===== config.mk =====
export PLATFORM = sky130hd
export DESIGN_NAME = cam64_frame_sequencer
export DESIGN_NICKNAME = d
export VERILOG_FILES = /design/src/rtl/cam64_frame_sequencer.sv
export SDC_FILE = /design/constraint.sdc
export NUM_CORES = 1
export LEC_CHECK = 0
export CORE_UTILIZATION = 39
export CTS_BUF_LIST = sky130_fd_sc_hd__clkbuf_16
export CTS_CLUSTER_SIZE = 20
export DETAILED_ROUTE_END_ITERATION = 16
export PLACE_DENSITY = 0.69
export SLEW_MARGIN = 20
export SYNTH_ARGS = -nofsm -noshare
export SYNTH_HDL_FRONTEND = slang
export SYNTH_SLANG_ARGS = --single-unit

===== constraint.sdc =====
create_clock -name CLK -period 3 [get_ports CLK]
set_input_delay 0.6 -clock CLK [delete_from_list [all_inputs] [get_ports CLK]]
set_output_delay 0.6 -clock CLK [all_outputs]
set_load 0.02 [all_outputs]

===== src/rtl/cam64_frame_sequencer.sv =====
// Frame timing controller for the dummy 64x64 camera: walks ACTIVE/HBLANK lines,
// then VBLANK, single-shot or back-to-back, with registered HREF/VSYNC/X/Y outputs.
module cam64_frame_sequencer #(
  parameter int H_ACTIVE = 64,
  parameter int H_BLANK  = 16,
  parameter int V_ACTIVE = 64,
  parameter int V_BLANK  = 8,
  parameter int CW       = 8
) (
  input  logic          CLK,
  input  logic          RST,
  input  logic          START,
  input  logic          CONTINUOUS,
  input  logic          ABORT,
  output logic          BUSY,
  output logic          VSYNC,
  output logic          HREF,
  output logic          PIX_VALID,
  output logic [CW-1:0] PIX_X,
  output logic [CW-1:0] PIX_Y,
  output logic          LINE_DONE,
  output logic          FRAME_DONE,
  output logic [7:0]    FRAME_CNT
);

  typedef enum logic [1:0] {IDLE, ACTIVE, HBLANK, VBLANK} state_t;

  localparam logic [CW-1:0] X_LAST  = CW'(H_ACTIVE - 1);
  localparam logic [CW-1:0] Y_LAST  = CW'(V_ACTIVE - 1);
  localparam logic [CW-1:0] HB_LAST = CW'(H_BLANK - 1);
  localparam logic [CW-1:0] VB_LAST = CW'(V_BLANK - 1);

  state_t        st, st_n;
  logic [CW-1:0] bcnt, bcnt_n, x_n, y_n;
  logic [7:0]    fcnt_n;
  logic          busy_n, vsync_n, href_n, ld_n, fd_n;

  always_comb begin
    st_n   = st;
    x_n    = PIX_X;
    y_n    = PIX_Y;
    bcnt_n = bcnt;
    fcnt_n = FRAME_CNT;
    case (st)
      IDLE: begin
        if (START) begin
          st_n = ACTIVE;
          x_n  = '0;
          y_n  = '0;
        end
      end
      ACTIVE: begin
        if (PIX_X == X_LAST) begin
          st_n   = HBLANK;
          bcnt_n = '0;
        end else begin
          x_n = PIX_X + 1'b1;
        end
      end
      HBLANK: begin
        if (bcnt != HB_LAST) begin
          bcnt_n = bcnt + 1'b1;
        end else if (PIX_Y == Y_LAST) begin
          st_n   = VBLANK;
          bcnt_n = '0;
        end else begin
          st_n = ACTIVE;
          x_n  = '0;
          y_n  = PIX_Y + 1'b1;
        end
      end
      VBLANK: begin
        if (bcnt != VB_LAST) begin
          bcnt_n = bcnt + 1'b1;
        end else begin
          fcnt_n = FRAME_CNT + 1'b1;
          bcnt_n = '0;
          x_n    = '0;
          y_n    = '0;
          st_n   = CONTINUOUS ? ACTIVE : IDLE;
        end
      end
      default: st_n = IDLE;
    endcase
    // Abort overrides every transition above, including START and CONTINUOUS.
    if (ABORT) begin
      st_n   = IDLE;
      x_n    = '0;
      y_n    = '0;
      bcnt_n = '0;
      fcnt_n = FRAME_CNT;
    end
    // Outputs are decoded from the next state so they line up with it once registered.
    busy_n  = (st_n != IDLE);
    vsync_n = (st_n == ACTIVE) || (st_n == HBLANK);
    href_n  = (st_n == ACTIVE);
    ld_n    = (st_n == ACTIVE) && (x_n == X_LAST);
    fd_n    = (st_n == VBLANK) && (bcnt_n == VB_LAST);
  end

  always_ff @(posedge CLK or posedge RST) begin
    if (RST) begin
      st         <= IDLE;
      bcnt       <= '0;
      PIX_X      <= '0;
      PIX_Y      <= '0;
      FRAME_CNT  <= '0;
      BUSY       <= 1'b0;
      VSYNC      <= 1'b0;
      HREF       <= 1'b0;
      PIX_VALID  <= 1'b0;
      LINE_DONE  <= 1'b0;
      FRAME_DONE <= 1'b0;
    end else begin
      st         <= st_n;
      bcnt       <= bcnt_n;
      PIX_X      <= x_n;
      PIX_Y      <= y_n;
      FRAME_CNT  <= fcnt_n;
      BUSY       <= busy_n;
      VSYNC      <= vsync_n;
      HREF       <= href_n;
      PIX_VALID  <= href_n;
      LINE_DONE  <= ld_n;
      FRAME_DONE <= fd_n;
    end
  end

endmodule


# After elaboration in Yosys (flattened, before gate mapping)
# Cells that the tools add are included.
# totals
latch_bits	0
input_bits	5
out_inout_bits	30
romBits	0
n_memories	0
register_bits	39
ramBits	0
word_cells	67
# classes
bitwise_logic	2
shifts	0
n_mul	0
eq_ne	16
order_cmp	0
div_mod_pow	0
n_reduce_logical	8
addsub	4
n_mux	27
# op_table
operator	count
$mux 8	16
$pmux 8 s3	2
$add 8x1->8 const B	4
$pmux 8 s4	1
$eq 8x6->1 const B	3
$mux 2	6
$ne 3x3->1 const B	4
$eq 2x2->1 const B	4
$eq 8x3->1 const B	1
$ne 8x3->1 const B	1
$ne 8x4->1 const B	1
$pmux 2 s4	1
$reduce_and 5->1	1
$eq 2x1->1 const B	2
$reduce_bool 4->1	1
$reduce_and 3->1	1
$logic_and 1x1->1	2
$logic_not 2->1	1
$not 1->1	2
$reduce_bool 2->1	1
$logic_or 1x1->1	1
$mux 1	1

# Longest topological paths before layout
# Gate-level depths: netlist of the first run.
# depth
word_depth	7
mapped_depth	12
depth_no_buf	12

# Worst setup path after synthesis of the first run
# Ideal clock, no wire load.
# synth_path
path_kind	register -> register
start	reg PIX_Y[0]
end	reg FRAME_DONE
stages_incl_launch_ff	11
slack_ps	193
path_buffers	0
period_less_slack_ps	2807
setup_time_ps	95
t_required_ps	2905
arrival_time_ps	2712
path_cell_list	dfrtp_1 > ha_1 > nand3_2 > nor4_1 > o21ai_0 > a21o_1 > inv_1 > ha_1 > nand3b_1 > or4b_4 > nor4b_2
# synth_via
elab_chain_len	7
word_cells_on_any_way	12
classes_between	eq/ne: 3; mux: 8; reduce/logical: 1
# synth_lines
element	line_no	source
start, declared	20	output logic [CW-1:0] PIX_Y,
start signal, assigned	118	PIX_Y <= y_n;
$eq 8x6->1	63	end else if (PIX_Y == Y_LAST) begin
$mux 2	63	
$mux 2	61	if (bcnt != HB_LAST) begin
$pmux 2 s4	44	case (st)
$mux 2	86	if (ABORT) begin
via st_n[1]	33	state_t st, st_n;
$eq 2x2->1	98	fd_n = (st_n == VBLANK) && (bcnt_n == VB_LAST);
$logic_and 1x1->1	98	
via fd_n	36	logic busy_n, vsync_n, href_n, ld_n, fd_n;
end signal, assigned	125	FRAME_DONE <= fd_n;
end, declared	22	output logic FRAME_DONE,
# The timed path passes the listed nets, and every way through them passes these cells.
# A chain may end at the register's enable or synchronous reset.

# Final worst setup path of the first run
# layout_path
start	reg PIX_X[6]
end	reg FRAME_DONE
# layout_via
elab_chain_len	6
word_cells_on_any_way	10
classes_between	eq/ne: 3; mux: 6; reduce/logical: 1
# layout_lines
element	line_no	source
start, declared	19	output logic [CW-1:0] PIX_X,
start signal, assigned	117	PIX_X <= x_n;
$eq 8x6->1	53	if (PIX_X == X_LAST) begin
$mux 2	53	
$pmux 2 s4	44	
$mux 2	86	
via st_n[1]	33	
$eq 2x2->1	98	
$logic_and 1x1->1	98	
via fd_n	36	
# The timed path passes the listed nets, and every way through them passes these cells.

==> key figures, run 1 <==
STA
  – Slew headroom: 50.6%
  – Setup TNS: 0 ns
  – Min Hold Slack: 0.464 ns
  – Final Critical Period: 2.77 ns
  – Max Freq: 361 MHz
  – Setup ws final: 0.227 ns
  – Final Max Slew Viols: 0
  – Final Skew: 0.00530 ns
  – Actual slew at the worst max-slew pin: 0.723 ns
  – Fin crit share: 92.4%
  – RSZ-0062 raised after global routing: false
  – Final Hold Violating Endpoints: 0
  – Setup violations, final: 0

Finish
  – Nets: 309
  – Layout cells sized above 1: 12.5%
  – Fillers: 549
  – Area delta synth->final: 25.4%
  – Register Area: 976 µm²
  – Multi-input logic area: 1310 µm²
  – Final Util: 50.6%
  – Fin cells: 372
  – N_diodes: 0
  – Final instance area: 2980 µm²

GRT
  – Total global-route track usage: 19.6%
  – Initial antenna violation count: 0
  – Global-route wire length before repair: 9.67 mm
  – Congestion Overflow GR: 0
  – Pin count of the biggest net entering global routing: 40
  – Vias in the first global route: 2006

Yosys
  – Ys async rst share: 100%
  – Count of different cell masters after synthesis: 57
  – Compound-cell area share of the yosys netlist: 18.9%
  – Syn nets: 264
  – Post-Synth Adder-Cell Area: 3.69%
  – Mux share of post-synthesis cell area: 2.21%
  – Number of synthesized flops with an enable pin: 0
  – Syn Std Cell Area: 2370 µm²
  – Main combinational cell family by area after synthesis: simple AND/OR/NAND/NOR gates
  – Seq cells post-synth: 39
  – Yosys top cell by area: dfrtp_1
  – Post-synthesis area per instance: 9.42 µm²
  – Yosys top cell area share: 41.1%
  – Post-Synth Simple-Gate Area: 24.8%
  – Top cells by area, synth: dfrtp_1 (41%), xor2_1 (4.1%), nand2_1 (4.0%)
  – Top FF cell, synth: dfrtp_1
  – Post-synthesis sequential area ratio: 41.1%
  – Yosys warning count: 0
  – Post-synthesis xor/xnor area fraction: 5.53%
  – Post-Synthesis Cells: 252

Floorplan
  – Die area: 6410 µm²
  – Die height: 80.0 µm
  – Starting Density: 40.3%
  – Core footprint: 5890 µm²
  – I/O pin total: 35
  – Std-Cell Rows: 28
  – Die Wd: 80.0 µm

Worst setup path
  – Critical Path RT: 3.18 ns
  – Cell family with most CP delay: simple AND/OR/NAND/NOR gates
  – Setup crit start kind: flip-flop
  – Worst Path Buf+Inv: 1
  – Max incr delay on CP: 0.53 ns
  – Setup CP Type: flip-flop to flip-flop
  – Worst path slowest cell: or3b_2
  – Crit path DAT: 2.95 ns
  – CP endpoint kind: flip-flop
  – Cell Chain, Critical Path: or3b_2 -> nor2_1 -> o21ai_0 -> a21o_1 -> inv_1 -> ha_1 -> nand3b_1 -> or4b_4 -> nor4b_2
  – Max FO, Critical Path: 8

Clock network
  – CTS clock-pin slew for the worst setup and hold paths: 0.05 ns
  – CTS tree: yes
  – Clock root cell: clkbuf_16
  – Max clock buf depth: 2
  – Clock latency on the worst-skew pair: 0.28 ns
  – Sink Count: 39
  – H-tree lvl count: 2
  – Cts hold-fix bufs: 0
  – Inserted Clock Buffers: 5

Pwr
  – PD cells: 379 nW/µm²
  – VDD IR max: 0.219 mV
  – Static Leakage: 1.27 nW
  – Total power: 1.13 mW

Placement
  – Dpl ws: 0.137 ns
  – DP HPWL: 4.16 mm
  – Area after DPL: 2850 µm²
  – Port bufs: 34
  – Routability cong.: 0.879
  – Placed Cells incl. Taps: 365

Detailed routing
  – Iteration-0 DRC Markers: 115
  – Detailed-route via count: 2109
  – Wire per inst: 15.5 µm
  – TritonRoute pass-1 iters: 4
  – Routed wire length: 5.76 mm
  – Post-route ant nets: 0
  – Drt drc: 0
  – Vias/cell: 5.67

Run
  – MaxCap Viol Count: 0

Min path
  – Hold Crit Class: flip-flop to flip-flop

Run status
  – Outcome: complete, no violations
-- state kept, by name (all words and copies together), names as in the netlist --
| register | flops |
|---|---|
| BUSY | 1 |
| FRAME_CNT | 8 |
| FRAME_DONE | 1 |
| LINE_DONE | 1 |
| PIX_VALID | 1 |
| PIX_X | 8 |
| PIX_Y | 8 |
| VSYNC | 1 |
| bcnt | 8 |
| st | 2 |
-- logic make-up after synthesis --
logic type                 after synthesis
and+or+nand+nor                        105
muxes                                    5
DFF                                     39
AOI/OAI and AO/OA                       64
buffers and inverters                   17
adders and majority gates                7
xor gates and xnor gates                15
-- worst paths after layout --
check / from / end / slack, ns / depth (start not counted)
min in group asynchronous: RST / FRAME_CNT[7] / 0.75 / 3
max reg2reg: PIX_X[6] / FRAME_DONE / 0.23 / 9
max: PIX_X[6] / FRAME_DONE / 0.23 / 9
min reg2reg: FRAME_CNT[7] / FRAME_CNT[7] / 0.46 / 1
max in group asynchronous: RST / VSYNC / 1.91 / 3
min: FRAME_CNT[7] / FRAME_CNT[7] / 0.46 / 1
-- area by class of cell --
type / instances / share of cell area (%)
Inverter: 8 / 1.01
Tap cell: 75 / 3.15
Multi-Input combinational cell: 196 / 43.9
Sequential cell: 39 / 32.8
Clock inverter: 2 / 0.294
Clock buffer: 5 / 4.20
Timing Repair Buffer: 47 / 14.7
-- layout by cell type (no fill, tap or decap), types with 3 or more instances in the layout --
master,n
nor3_1,10
nand3_1,5
clkdlybuf4s50_1,34
nor4_1,4
xor2_1,11
nand2b_1,4
a31oi_1,6
nor2b_1,3
ha_1,7
inv_1,8
nand3b_1,3
o21ai_0,13
and2_1,3
nand2_1,25
xnor2_1,4
dfrtp_1,39
o31ai_1,3
a311oi_1,4
buf_4,13
o211ai_1,3
nand4_1,10
mux2i_1,3
clkbuf_16,5
nor2_1,21
a21o_1,5
a21oi_1,11
-- timing repair --
action	4_1_cts	5_1_grt
setup buffers	0	0
endpoints found under the setup margin	0	2
hold endpoints to repair	0	0
gates resized for setup	0	1
-- cell usage after synthesis (5+ instances only) --
library cell,count
dfrtp_1,39
nand2_1,25
nor2_1,21
o21ai_0,13
a21oi_1,11
xor2_1,11
nand4_1,10
nor3_1,10
inv_1,8
ha_1,7
a31oi_1,6
a21o_1,5
clkbuf_1,5
nand3_1,5
-- layer usage --
metal,routed length [µm],vias up,part of all wire (%),global-route usage [%]
met5,0,-,0,0
met2,2700,77,47,31.6
met3,306,10,5.3,3.43
li1,-,1026,-,-
met4,130,0,2.3,7.86
met1,2620,996,46,26.0
-- power breakdown --
part           switching [mW]  total (mW)  internal (mW)
Clock                   0.194       0.493          0.298
Sequential            0.00586       0.539          0.533
Combinational          0.0597      0.0973         0.0375
Total                   0.260        1.13          0.869
Note: power is estimated with default switching activity, not from simulation.
==> run 2: changes to the inputs <==
Settings changed: PLACE_DENSITY 0.69 to 0.71, SKIP_CTS_REPAIR_TIMING from default to 1.
Clock period 3 ns to 2.55 ns, I/O delays scaled along.
==> run 2 against run 1 <==
Effect of this change:
- first-iteration DRC count rose by 23%
- count of clock-buffer cells in the layout did not move
- non-clock buffer count rose by 28
- worst setup slack got worse by 0.13 ns
- maximum frequency is 13% higher
- largest power group is now the clock network
- die area unchanged
- routed wire length up 6.2%
- worst hold slack improved by 0.020 ns
==> key figures, run 2 (same netlist as run 1, synthesis figures left out) <==
Run status
  – Outcome: complete, no violations

Worst setup path
  – Setup CP Type: flip-flop to flip-flop
  – Critical Path Sink: FRAME_DONE
  – Critical Path RT: 2.74 ns (-0.44 ns)
  – Setup crit start kind: flip-flop
  – Worst r2r path cells: 11 (+2)
  – Max FO, Critical Path: 7 (-1)
  – Worst reg2reg startpoint: bcnt[1]
  – RR Endpoint: FRAME_DONE
  – Reg2reg setup slack: 0.1 ns (-0.13 ns)
  – CP endpoint kind: flip-flop
  – Crit path from: bcnt[1]
  – Crit path DAT: 2.64 ns (-0.31 ns)

Clock network
  – Sink Count: 39 (unchanged)
  – CTS tree: yes
  – CTS clock-pin slew for the worst setup and hold paths: 0.06 ns (about the same)
  – Clock latency on the worst-skew pair: 0.28 ns (about the same)
  – Inserted Clock Buffers: 5 (unchanged)
  – Clock root cell: clkbuf_16
  – Max clock buf depth: 2 (unchanged)
  – H-tree lvl count: 2 (unchanged)

GRT
  – Initial antenna violation count: 0 (unchanged)
  – Congestion Overflow GR: 0 (unchanged)
  – Global-route wire length before repair: 10.3 mm (+6.2%)
  – Pin count of the biggest net entering global routing: 40 (unchanged)
  – Vias in the first global route: 2203 (+9.8%)
  – Total global-route track usage: 20.7% (+1.1 points)

Finish
  – Nets: 337 (+9.1%)
  – Commonest non-fill, non-tap cell in the layout: buf_4
  – Fin cells: 400 (+7.5%)
  – N_diodes: 0 (unchanged)
  – Area delta synth->final: 38.8%
  – Final Util: 56.0% (+5.4 points)
  – Layout cells sized above 1: 24.9% (+12 points)
  – Most frequent cells in the layout: buf_4 (41), clkdlybuf4s50_1 (34), dfrtp_1 (33)

Pwr
  – PD cells: 444 nW/µm² (+17%)
  – Total power: 1.46 mW (+30%)
  – VDD IR max: 0.343 mV (+57%)
  – Static Leakage: 1.40 nW (+10%)

STA
  – Final Skew: 0.00329 ns (-0.00201 ns)
  – Setup violations, final: 0 (unchanged)
  – Slew headroom: 42.4% (-8.1 points)
  – Final Max Slew Viols: 0 (unchanged)
  – Max Freq: 408 MHz (+13%)
  – Final Hold Violating Endpoints: 0 (unchanged)
  – Min Hold Slack: 0.484 ns (+0.0197 ns)
  – Actual slew at the worst max-slew pin: 0.842 ns (+0.119 ns)
  – Final Critical Period: 2.45 ns (-0.320 ns)
  – Fin crit share: 96.2% (+3.8 points)

Detailed routing
  – Wire per inst: 15.3 µm (-1.3%)
  – Detailed-route via count: 2255 (+6.9%)
  – Drt drc: 0 (unchanged)
  – TritonRoute pass-1 iters: 7 (+3)
  – Routed wire length: 6.11 mm (+6.2%)
  – Iteration-0 DRC Markers: 141 (+23%)
  – Vias/cell: 5.64 (-0.56%)
  – Post-route ant nets: 0 (unchanged)

Placement
  – Port bufs: 34 (unchanged)
  – Routability cong.: 0.904 (+2.8%)
  – Placed Cells incl. Taps: 390 (+6.8%)
  – DP HPWL: 4.45 mm (+7.0%)

Floorplan
  – I/O pin total: 35 (unchanged)
  – Die area: 6410 µm² (unchanged)
  – Die Wd: 80.0 µm (unchanged)
  – Starting Density: 40.3% (unchanged)
  – Die height: 80.0 µm (unchanged)
  – Std-Cell Rows: 28 (unchanged)
  – Core footprint: 5890 µm² (unchanged)

Min path
  – Hold Crit Class: flip-flop to flip-flop

Run
  – MaxCap Viol Count: 0 (unchanged)
## run 2: cell types whose count changed in the layout (fill, tap and decap cells not counted), moves of 3 or more
cell	before	now
dfrtp_1	39	33
dfrtp_2	0	6
ha_1	7	4
buf_4	13	41
## run 2: worst min path at each step
stage,cells past startpoint,to,start
floorplan,2,bcnt[1],bcnt[1]
global placement,1,FRAME_CNT[7],FRAME_CNT[7]
detailed placement,1,FRAME_CNT[7],FRAME_CNT[7]
CTS,1,FRAME_CNT[7],FRAME_CNT[7]
global route,1,FRAME_CNT[7],FRAME_CNT[7]
finish,1,FRAME_CNT[7],FRAME_CNT[7]
## run 2: area by class of cell
class | count | area [µm²]
Multi-Input combinational cell | 196 | 1380
Clock inverter | 2 | 37.5
Clock buffer | 5 | 125
Timing Repair Buffer | 75 | 648
Fill cell | 494 | 2590
Inverter | 8 | 30.0
Sequential cell | 39 | 983
Tap cell | 75 | 93.8
## run 2: routing by layer
| metal | wire length [µm] | track usage [%] | up-vias |
|---|---|---|---|
| li1 | - | - | 1081 |
| met1 | 2800 | 27.3 | 1081 |
| met2 | 2930 | 33.7 | 83 |
| met3 | 283 | 3.89 | 10 |
| met4 | 97 | 7.68 | 0 |
| met5 | 0 | 0 | - |
## run 2: critical path, stage by stage, from the launching register on
cell and delay (ns):
dfrtp_1 0.42, ha_4 0.19, and2_1 0.17, buf_4 0.16, nand3_1 0.10, o21bai_1 0.10, a21o_1 0.21, inv_1 0.08
ha_1 0.14, nand3b_1 0.08, or4b_4 0.49, nor4b_2 0.22
## run 2: metrics by stage
stage	TNS [ns]	setup slack, ns	instance area, µm²
after floorplan	0	0.0104	2430
after global placement	-0.0388	-0.0388	3090
after detailed placement	-0.122	-0.0750	3090
after CTS	0	0.0148	3250
after global routing	-0.0173	-0.00932	3300
final	0	0.0968	3300
## run 2: where the power goes
group / switching [mW] / internal (mW)
logic: 0.0761 / 0.0542
registers: 0.00505 / 0.627
clock network: 0.246 / 0.456
total: 0.328 / 1.14
==> run 3: changes to the inputs <==
Settings changed: CORE_MARGIN from default to 5, DONT_BUFFER_PORTS from default to 1, PLACE_DENSITY 0.71 to 0.63.
==> run 3 against run 2 <==
Effect of this change:
- sequential share of layout area rose by 2.8 points
- register-to-register slack got worse by 0.09 ns
- critical path depth fell by 3
- die area rose by 21%
- global-route usage fell by 3.6 points
- utilization fell by 5.1 points
- highest routed layer unchanged
==> key figures, run 3 (same netlist as run 1, synthesis figures left out) <==
Floorplan
  – Starting Density: 40.1% (-0.24 points)
  – Core footprint: 5920 µm² (+0.60%)
  – Std-Cell Rows: 28 (unchanged)
  – Die Wd: 88.0 µm (+10%)
  – I/O pin total: 35 (unchanged)
  – Die area: 7750 µm² (+21%)
  – Die height: 88.0 µm (+10%)

Run status
  – Outcome: complete, no violations

Clock network
  – H-tree lvl count: 2 (unchanged)
  – Max clock buf depth: 2 (unchanged)
  – CTS tree: yes
  – Inserted Clock Buffers: 5 (unchanged)
  – Sink Count: 39 (unchanged)
  – Clock root cell: clkbuf_16
  – CTS clock-pin slew for the worst setup and hold paths: 0.06 ns (about the same)
  – Clock latency on the worst-skew pair: 0.28 ns (about the same)

Worst setup path
  – Max FO, Critical Path: 4 (-3)
  – Cell Chain, Critical Path: nor4_4 -> nand3_2 -> a311o_1 -> inv_2 -> ha_4 -> nand3b_1 -> or4b_4 -> nor4b_4
  – CP endpoint kind: flip-flop
  – Crit path DAT: 2.72 ns (+0.08 ns)
  – Critical Path RT: 2.73 ns (about the same)
  – Worst r2r path cells: 8 (-3)
  – Setup crit start kind: flip-flop
  – Setup CP Type: flip-flop to flip-flop
  – Worst path slowest cell: or4b_4
  – Max incr delay on CP: 0.53 ns (+0.04 ns)

Pwr
  – Static Leakage: 1.32 nW (-5.8%)
  – Total power: 1.32 mW (-10%)
  – NetSw: 307 µW (-6.2%)
  – Switching Share: 23.3% (+0.93 points)
  – PD cells: 437 nW/µm² (-1.6%)
  – Pint: 1.01 mW (-11%)
  – Comb pwr share: 6.9% (-2.0 points)
  – VDD IR max: 0.339 mV (-0.90%)
  – Clock power share: 44.4% (-3.5 points)
  – Sequential Power Share: 48.7% (+5.5 points)

STA
  – Final Max Slew Viols: 0 (unchanged)
  – Actual slew at the worst max-slew pin: 0.586 ns (-0.256 ns)
  – Fin crit share: 99.6% (+3.4 points)
  – Max Freq: 394 MHz (-3.4%)
  – Final Skew: 0.00330 ns (+0.0000135 ns)
  – Final Critical Period: 2.54 ns (+0.0860 ns)
  – Slew headroom: 59.9% (+17 points)
  – Final Hold Violating Endpoints: 0 (unchanged)
  – Setup violations, final: 0 (unchanged)
  – RSZ-0062 raised after global routing: true

Finish
  – Area delta synth->final: 27.0%
  – Fillers: 576 (+17%)
  – Multi-input logic area: 1390 µm² (+0.91%)
  – N_diodes: 0 (unchanged)
  – Final instance area: 3020 µm² (-8.5%)
  – Nets: 311 (-7.7%)
  – Commonest non-fill, non-tap cell in the layout: buf_4
  – Most frequent cells in the layout: buf_4 (48), dfrtp_1 (32), nand2_1 (25)
  – Register Area: 985 µm² (+0.13%)
  – Layout cells sized above 1: 30.3% (+5.4 points)

Detailed routing
  – Routed wire length: 6.40 mm (+4.7%)
  – Post-route ant nets: 0 (unchanged)
  – Drt drc: 0 (unchanged)
  – TritonRoute pass-1 iters: 4 (-3)
  – Detailed-route via count: 2180 (-3.3%)
  – Iteration-0 DRC Markers: 171 (+21%)
  – Vias/cell: 5.81 (+3.1%)
  – Wire per inst: 17.1 µm (+12%)

GRT
  – Met1 Use GR: 22.4% (-4.9 points)
  – Total global-route track usage: 17.2% (-3.6 points)
  – Pin count of the biggest net entering global routing: 27 (-33%)
  – Met2 Usage GRT: 28.1% (-5.6 points)
  – Congestion Overflow GR: 0 (unchanged)
  – Global-route wire length before repair: 10.5 mm (+2.3%)
  – Vias in the first global route: 2127 (-3.4%)
  – Met3 Usage GRT: 5.83% (+1.9 points)
  – Grt peak-use layer: met2
  – Initial antenna violation count: 0 (unchanged)

Min path
  – Hold Crit Class: input port to async pin

Placement
  – Port bufs: 0 (-100%)
  – DP HPWL: 4.79 mm (+7.6%)
  – Routability cong.: 0.897 (-0.77%)
  – Area after DPL: 2800 µm² (-9.2%)

Run
  – MaxCap Viol Count: 0 (unchanged)
==> run 3: cell count changes in the layout (fill, tap and decap cells not counted), sizes merged <==
cell           delta
inv               +1
clkinv            +2
clkdlybuf4s50    -34
clkinvlp          -1
bufinv            -1
buf               +8
==> run 3: layout make-up <==
type / count / area share (%)
Sequential cell: 39 / 32.7
Clock buffer: 5 / 4.15
Inverter: 8 / 0.996
Multi-Input combinational cell: 196 / 46.1
Tap cell: 75 / 3.11
Timing Repair Buffer: 49 / 12.6
Clock inverter: 3 / 0.373
==> run 3: final timing paths <==
check	slack, ns	start	to
setup / recovery	0.01	bcnt[7]	FRAME_DONE
hold / removal	0.18	RST	PIX_Y[7]
setup reg to reg	0.01	bcnt[7]	FRAME_DONE
hold reg to reg	0.57	bcnt[7]	bcnt[7]
max in group asynchronous	1.82	RST	bcnt[7]
min in group CLK	0.30	ABORT	PIX_Y[1]
==> run 3: routing by layer <==
layer	routed length, µm	part of all wire, %
met1	2780	43
met2	3120	49
met3	454	7.1
met4	44	0.69
met5	0	0
==> run 3: power groups by stage <==
| stage | clock network [mW] | logic [mW] | registers (mW) |
|---|---|---|---|
| 6_report | 0.586 | 0.0908 | 0.642 |
| 5_1_grt | 0.627 | 0.102 | 0.643 |
| 4_1_cts | 0.596 | 0.0868 | 0.642 |
| 3_5_place_dp | 0 | 0.0864 | 0.653 |
| 3_3_place_gp | 0 | 0.0860 | 0.653 |
| 2_1_floorplan | 0 | 0.0604 | 0.654 |
==> run 3: worst max-delay path: cells and delay by family, from the launching register on <==
family / cells / cell delay (ns)
simple gates: 5 / 1.33
flops: 1 / 0.43
compound gates: 1 / 0.43
fa+ha+maj: 1 / 0.13
buf+inv: 1 / 0.11
==> run 3: through the flow <==
step                      std cells  TNS (ns)  setup slack [ns]  hold slack [ns]  util, %
after detailed placement        362         0           0.00416            0.497     47.3
after floorplan                 252         0            0.0104            0.551        -
after CTS                       370   -0.0406           -0.0406            0.203     49.6
final                           375         0            0.0107            0.183     50.9
after global placement          362         0            0.0659            0.488     47.3
after global routing            375   -0.0906           -0.0906            0.229     50.9
